`config.mk`:
```
export PLATFORM = sky130hd
export DESIGN_NAME = acq_sequencer
export DESIGN_NICKNAME = d
export VERILOG_FILES = /design/src/rtl/acq_sequencer.sv
export SDC_FILE = /design/constraint.sdc
export NUM_CORES = 1
export LEC_CHECK = 0
export ABC_AREA = 1
export ABC_CLOCK_PERIOD_IN_PS = 3350
export CORE_MARGIN = 4
export CORE_UTILIZATION = 61
export CTS_CLUSTER_DIAMETER = 100
export DETAILED_ROUTE_END_ITERATION = 10
export PLACE_DENSITY_LB_ADDON = 0.2
export SYNTH_ARGS = -nofsm -noshare
export SYNTH_HDL_FRONTEND = slang
export SYNTH_SLANG_ARGS = --single-unit
```
`constraint.sdc`:
```
create_clock -name clk -period 3.35 [get_ports clk]
set_input_delay 0.67 -clock clk [delete_from_list [all_inputs] [get_ports clk]]
set_output_delay 0.67 -clock clk [all_outputs]
set_load 0.03 [all_outputs]
```
`src/rtl/acq_sequencer.sv`:
```
// Acquisition sequencer: orders reset, start, trigger wait, post-trigger
// delay, stop and readout strobes for the sampling chip's instruction driver.
module acq_sequencer #(
  parameter int RST_CYCLES = 4,
  parameter int CNT_W      = 16
) (
  input  logic             clk,
  input  logic             rstn,
  input  logic             arm,
  input  logic             abort,
  input  logic             auto_rearm,
  input  logic             trig,
  input  logic [CNT_W-1:0] post_trig_dly,
  input  logic [CNT_W-1:0] timeout,
  input  logic [CNT_W-1:0] readout_len,
  output logic             seq_rst,
  output logic             seq_start,
  output logic             seq_stop,
  output logic             seq_readout,
  output logic             busy,
  output logic             done,
  output logic             timed_out,
  output logic [2:0]       state,
  output logic [7:0]       evt_count
);

  typedef enum logic [2:0] {
    S_IDLE     = 3'd0,
    S_RESET    = 3'd1,
    S_START    = 3'd2,
    S_ARMED    = 3'd3,
    S_POSTTRIG = 3'd4,
    S_STOP     = 3'd5,
    S_READOUT  = 3'd6,
    S_DONE     = 3'd7
  } st_t;

  // Per-run configuration, frozen when a run enters RESET
  typedef struct packed {
    logic [CNT_W-1:0] dly;
    logic [CNT_W-1:0] tmo;
    logic [CNT_W-1:0] len;
  } cfg_t;

  localparam logic [CNT_W-1:0] ONE      = CNT_W'(1);
  localparam logic [CNT_W-1:0] RST_LAST = CNT_W'(RST_CYCLES - 1);

  st_t              st_q, st_d;
  cfg_t             cfg_q;
  logic [CNT_W-1:0] cnt_q;
  logic             abt_q;
  logic             to_q;
  logic [7:0]       evt_q;

  logic             enter_rst;
  logic             tmo_hit;
  logic [CNT_W-1:0] len_last;

  // Derived compare terms; a zero readout length behaves like one cycle
  assign enter_rst = (st_d == S_RESET) && (st_q != S_RESET);
  assign tmo_hit   = (cfg_q.tmo != '0) && (cnt_q == cfg_q.tmo - ONE);
  assign len_last  = (cfg_q.len == '0) ? '0 : cfg_q.len - ONE;

  // State register
  always_ff @(posedge clk) begin
    if (!rstn) st_q <= S_IDLE;
    else       st_q <= st_d;
  end

  // Next-state logic; abort outranks every other transition
  always_comb begin
    st_d = st_q;
    case (st_q)
      S_IDLE:     if (arm && !abort) st_d = S_RESET;
      S_RESET:    if (abort) st_d = S_IDLE;
                  else if (cnt_q == RST_LAST) st_d = S_START;
      S_START:    st_d = abort ? S_STOP : S_ARMED;
      S_ARMED:    if (abort) st_d = S_STOP;
                  else if (trig) st_d = (cfg_q.dly == '0) ? S_STOP : S_POSTTRIG;
                  else if (tmo_hit) st_d = S_STOP;
      // dly is nonzero here: a zero delay bypasses POSTTRIG
      S_POSTTRIG: if (abort || cnt_q == cfg_q.dly - ONE) st_d = S_STOP;
      S_STOP:     st_d = (abt_q || abort) ? S_IDLE : S_READOUT;
      S_READOUT:  if (abort) st_d = S_IDLE;
                  else if (cnt_q == len_last) st_d = S_DONE;
      S_DONE:     if (abort) st_d = S_IDLE;
                  else st_d = auto_rearm ? S_RESET : S_IDLE;
      default:    st_d = S_IDLE;
    endcase
  end

  // Shared phase counter: restarts on every state change, saturates otherwise
  always_ff @(posedge clk) begin
    if (!rstn)                                 cnt_q <= '0;
    else if (st_d != st_q || st_q == S_IDLE)   cnt_q <= '0;
    else if (cnt_q != '1)                      cnt_q <= cnt_q + ONE;
  end

  // Capture configuration on entry to RESET so mid-run edits wait a run
  always_ff @(posedge clk) begin
    if (!rstn)          cfg_q <= '0;
    else if (enter_rst) cfg_q <= '{dly: post_trig_dly, tmo: timeout, len: readout_len};
  end

  // Abort flag steers STOP back to IDLE instead of READOUT
  always_ff @(posedge clk) begin
    if (!rstn)               abt_q <= 1'b0;
    else if (st_q == S_IDLE) abt_q <= 1'b0;
    else if (abort && (st_q == S_START || st_q == S_ARMED || st_q == S_POSTTRIG))
      abt_q <= 1'b1;
  end

  // Sticky timeout flag; trigger or abort in the same cycle suppresses it
  always_ff @(posedge clk) begin
    if (!rstn)          to_q <= 1'b0;
    else if (enter_rst) to_q <= 1'b0;
    else if (st_q == S_ARMED && !abort && !trig && tmo_hit) to_q <= 1'b1;
  end

  // Completed-run counter, saturating, skips timed-out runs
  always_ff @(posedge clk) begin
    if (!rstn) evt_q <= '0;
    else if (st_q == S_DONE && !to_q && evt_q != 8'hFF) evt_q <= evt_q + 8'd1;
  end

  // Moore output decode from the state register
  always_comb begin
    seq_rst     = (st_q == S_RESET);
    seq_start   = (st_q == S_START);
    seq_stop    = (st_q == S_STOP);
    seq_readout = (st_q == S_READOUT);
    done        = (st_q == S_DONE);
    busy        = (st_q != S_IDLE);
    timed_out   = to_q;
    state       = st_q;
    evt_count   = evt_q;
  end

endmodule

```
Yosys cells after proc, flatten, opt, wreduce, memory -nomap -nowiden. Cells that the tools add are included.

$add $sub $neg: 5. Eq/ne operators: 16. Multiplexer cells: 16. Bitwise gates (word level): 1. Reduce and logical (&&, ||, !) cells: 25.

Operator list (number): $eq 16x16->1 (3); $sub 16x1->16 const B (3); $mux 3 (11); $logic_not 16->1 (2); $pmux 3 s8 (1); $add 16x1->16 const B (1); $eq 16x2->1 const B (1); $mux 16 (1); $ne 16x16->1 const B (1); $reduce_bool 16->1 (1); $eq 3x3->1 const B (4); $logic_and 1x1->1 (9); $add 8x1->8 const B (1); $ne 8x8->1 const B (1); $eq 3x1->1 const B (2); $eq 3x2->1 const B (2); $reduce_or 2->1 (3); $logic_or 1x1->1 (5); $logic_not 1->1 (3); $logic_not 3->1 (1); $mux 1 (3); $ne 3x1->1 const B (1); $ne 3x3->1 (1); $reduce_bool 3->1 (1); $not 1->1 (1).

Flip-flop bits (word level): 77. Word-level logic and storage cells: 71.

Longest topological paths before layout.
Depth after elaboration: 10. Mapped depth: 22. Depth with buffers taken out: 21.

Worst setup path after synthesis. Ideal clock, no wire load.

Kind: register to register. From: reg st_q[1], in the netlist state[1]. To: reg cfg_q[9] in the netlist's numbering. Arrival time: 2688 ps. Path slack: 598 ps. Stages on the path, launching flop included: 15. Buffers on the path: 3. Period minus slack after synthesis: 2752 ps. Cells stage by stage: dfxtp_1 > clkbuf_1 > inv_1 > nor3_1 > nand2_1 > nand2_1 > a221oi_1 > and2_2 > nand2_2 > nor2_4 > nand3_4 > buf_6 > buf_6 > nor2_1 > nor2_1.

Elaborated cells on any way between the ends: 21. Classes of those cells: eq/ne: 9; mux: 10; reduce/logical: 2.

RTL lines: start: declaration (line 48) `st_t st_q, st_d;`; start signal: assignment (line 67) `else st_q <= st_d;`; $eq 3x3->1; via seq_readout (line 19) `output logic seq_readout,`; $pmux 3 s8 (line 73) `case (st_q)`; $eq 3x1->1 (line 60) `assign enter_rst = (st_d == S_RESET) && (st_q != S_RESET);`; $logic_and 1x1->1 (line 60); end signal: assignment (line 102) `else if (enter_rst) cfg_q <= '{dly: post_trig_dly, tmo: timeout, len: readout_len};`; end: declaration (line 49) `cfg_t cfg_q;`.

The timed path passes the listed nets, and every way through them passes these cells. A chain may end at the register's enable or synchronous reset.

Worst setup path after layout.
From: reg cfg_q[32] in the netlist's numbering. To: reg cfg_q[8] in the netlist's numbering.

Longest elaborated chain between the ends: 7. Elaborated cells on any way between the ends: 11. Classes of those cells: add/sub: 1; eq/ne: 2; mux: 5; reduce/logical: 3.

Ends and longest elaborated chain (line): $sub 16x1->16 or $logic_not 16->1 (tied branches) (82, 79); $eq 16x16->1 or $mux 1 (tied branches) (82, 79); $logic_or 1x1->1 or $mux 3 (tied branches) (82, 79); $mux 3 (on tied branches) (82, 78); $pmux 3 s8 * (73); $eq 3x1->1 * (60); $logic_and 1x1->1 * (60).

Every way passes the cells marked *; elsewhere a longest branch is shown, timed or not.

==> results.ini <==
[timing]
clock_skew_ps = 15.7
min_period_ps = 2810
final_max_slew_viol_count = 0
tightestPinTransition_ps = 571
hold_viol_final = 0
period_share_pct = 84.0
slew_headroom_pct = 61.9
setup_viol = 0
setup_tns_ps = 0
fmax_mhz = 355
rsz0062_at_grt = false

[die]
row_count = 34
die_area_um2 = 10800
core_um2 = 8850
die_y_um = 104
boundaryPins = 72
die_x_um = 104
start_util_pct = 63.6

[logic_synthesis]
synth.avg_cell_area_um2 = 5.89
ys_types = 36
yosys_warnings = 0
synth_flop_cell = dfxtp_1
ys_seq_area_share_pct = 27.4
synth_area_um2 = 5630
netlist_instances = 956
ys_ff_latch = 77
syn-num-nets = 1015
synth_edf_count = 0
async_flop_share_pct = 0

[critical_path]
start_kind = flip-flop
worstPathMaxFanout = 43
cp.required_ps = 3610
arrival_ps = 3080
r2r-start = cfg_q[32]
worstRegToRegCells = 18
endpoint = cfg_q[8]
setup.worst_path.start = cfg_q[32]
worstReg2RegEnd = cfg_q[8]
slowest_delay_ps = 410
worstSetupPathType = reg -> reg
path_common_cell = nand2_1
endpoint_kind = flip-flop
r2r_slack_ps = 540
path_cells = inv_1 > ha_1 > nand3_1 > nor2_1 > nand3_1 > nand2_1 > nand2_1 > nand2_1 > nor2_1 > nand4_1 > nand2_1 > a21oi_1 > nand3_2 > nand3_4 > buf_4 > nand2_1 > nand2_1 > nor2_1
crit_slowest_cell = buf_4

[clock_network]
clockBufferDepth = 2
path_clk_slew_ps = 90
cts_buffers = 9
cts_sinks = 77
cts-hold-fix-buffers = 0
cts_resized = 0
h-tree-depth = 3
post_cts_buffers = 0
clockRootBuffer = clkbuf_8
clk_latency_ps = 360
cts_tree = done

[grt]
grt_max_degree = 57
grt_pass1_vias = 5384
grt-ovfl-total = 0
track_usage_pct = 26.6
grt_antenna_before_repair = 0
grt_pass1_wl_um = 24300

[hold_path]
hold_class = reg -> reg
min_from = evt_count[7]

[route]
via_per_inst = 5.08
drc_errors = 0
drtAntennaViolNets = 0
drt_iter0_markers = 401
drt_wl_total_um = 14000
first_pass_iters = 6
drt-wirelength-per-cell_um = 12.5
num_vias = 5716

[power]
ir_drop_uv = 222
p_total_mw = 2.79
cellLeakagePower_nw = 3.20
power.density_nw_per_um2 = 426

[placed_design]
portBuffers = 71
place_congestion = 0.927
dp_hpwl_um = 10400

[finish]
diodes = 0
fillerInstances = 769
area_growth_syn_to_layout_pct = 16.1
final_layout_size_suffix_gt1_share_pct = 8.16
layout_common_cells = nand2_1 (303), nor2_1 (179), inv_1 (120), dfxtp_1 (77), clkdlybuf4s50_1 (70)
layout_commonest_cell = nand2_1
layout.nets = 1071

[outcome]
outcome = finished clean

[flow_run]
drv_cap = 0

==> cell usage after synthesis (2+ instances only) <==
master | number | area [um^2]
a21oi_1 | 11 | 55.1
and3_1 | 2 | 12.5
buf_2 | 10 | 50.1
buf_6 | 7 | 78.8
clkbuf_1 | 10 | 37.5
dfxtp_1 | 77 | 1540
ha_1 | 5 | 62.6
inv_1 | 120 | 450
nand2_1 | 303 | 1140
nand2_2 | 5 | 31.3
nand2_4 | 2 | 22.5
nand3_1 | 55 | 275
nand3_2 | 3 | 30.0
nand3b_1 | 6 | 45.0
nand4_1 | 20 | 125
nor2_1 | 179 | 672
nor2_2 | 45 | 282
nor2_4 | 7 | 78.8
nor3_1 | 14 | 70.1
nor4_1 | 2 | 12.5
o21ai_0 | 15 | 75.1
o21ai_1 | 3 | 15.0
o31ai_1 | 2 | 15.0
xnor2_1 | 11 | 96.3
xor2_1 | 31 | 272
==> layout make-up <==
class / count / area [um^2] / share of cell area [%]
Timing Repair Buffer: 74 / 732 / 11.2
Inverter: 121 / 454 / 6.95
Multi-Input combinational cell: 729 / 3460 / 52.9
Tap cell: 108 / 135 / 2.07
Clock buffer: 11 / 131 / 2.01
Clock inverter: 5 / 85.1 / 1.30
Sequential cell: 77 / 1540 / 23.6
==> critical path: cells and delay by family (launching register included) <==
family                     cells  cell delay [ps]
AOI/OAI and AO/OA              1              160
adders and majority gates      1              240
and+or+nand+nor               14             1450
buffers and inverters          2              540
DFF                            1              320
==> where the power goes <==
group	total (mW)	internal [mW]	switching, mW
logic	0.945	0.360	0.585
clock network	0.791	0.423	0.368
registers	1.05	0.980	0.0727
==> registers in the layout, indices dropped and copies added (netlist names) <==
| signal | cells |
|---|---|
| cfg_q | 48 |
| abt_q | 1 |
| evt_count | 8 |
| cnt_q | 16 |
| state | 3 |
| timed_out | 1 |
==> routing by layer <==
metal	wire length, um	GRT usage (%)	part of all wire, %	vias to the layer above
li1	-	-	-	3030
met3	885	5.65	6.3	40
met2	6410	44.7	46	197
met1	6280	33.3	45	2449
met5	0	0	0	-
met4	440	10.5	3.1	0
==> worst min-delay path by stage <==
stage	cells past startpoint	endpoint	slack [ps]
2_1_floorplan	2	abt_q	500
3_3_place_gp	2	evt_count[7]	470
3_5_place_dp	2	evt_count[7]	480
4_1_cts	2	evt_count[7]	490
5_1_grt	2	evt_count[7]	530
6_report	2	evt_count[7]	490
==> cell families after synthesis <==
group | after synthesis | share of synthesized area, %
and+or+nand+nor | 647 | 50.3
buffers and inverters | 150 | 11.2
DFF | 77 | 27.4
xor gates and xnor gates | 42 | 6.53
AOI/OAI and AO/OA | 34 | 3.27
adders and majority gates | 5 | 1.11
muxes | 1 | 0.178
==> metrics by stage <==
stage          hold WS (ps)  setup slack [ps]  cells  utilization [%]  cell area [um^2]
4_1_cts                 491               411   1125             73.8              6530
6_report                490               537   1125             73.9              6540
2_1_floorplan           499               598    956                -              5630
3_5_place_dp            475               250   1109             71.4              6320
5_1_grt                 526              97.2   1125             73.9              6540
3_3_place_gp            472               259   1109             71.4              6320
Note: power is estimated with default switching activity, not from simulation.
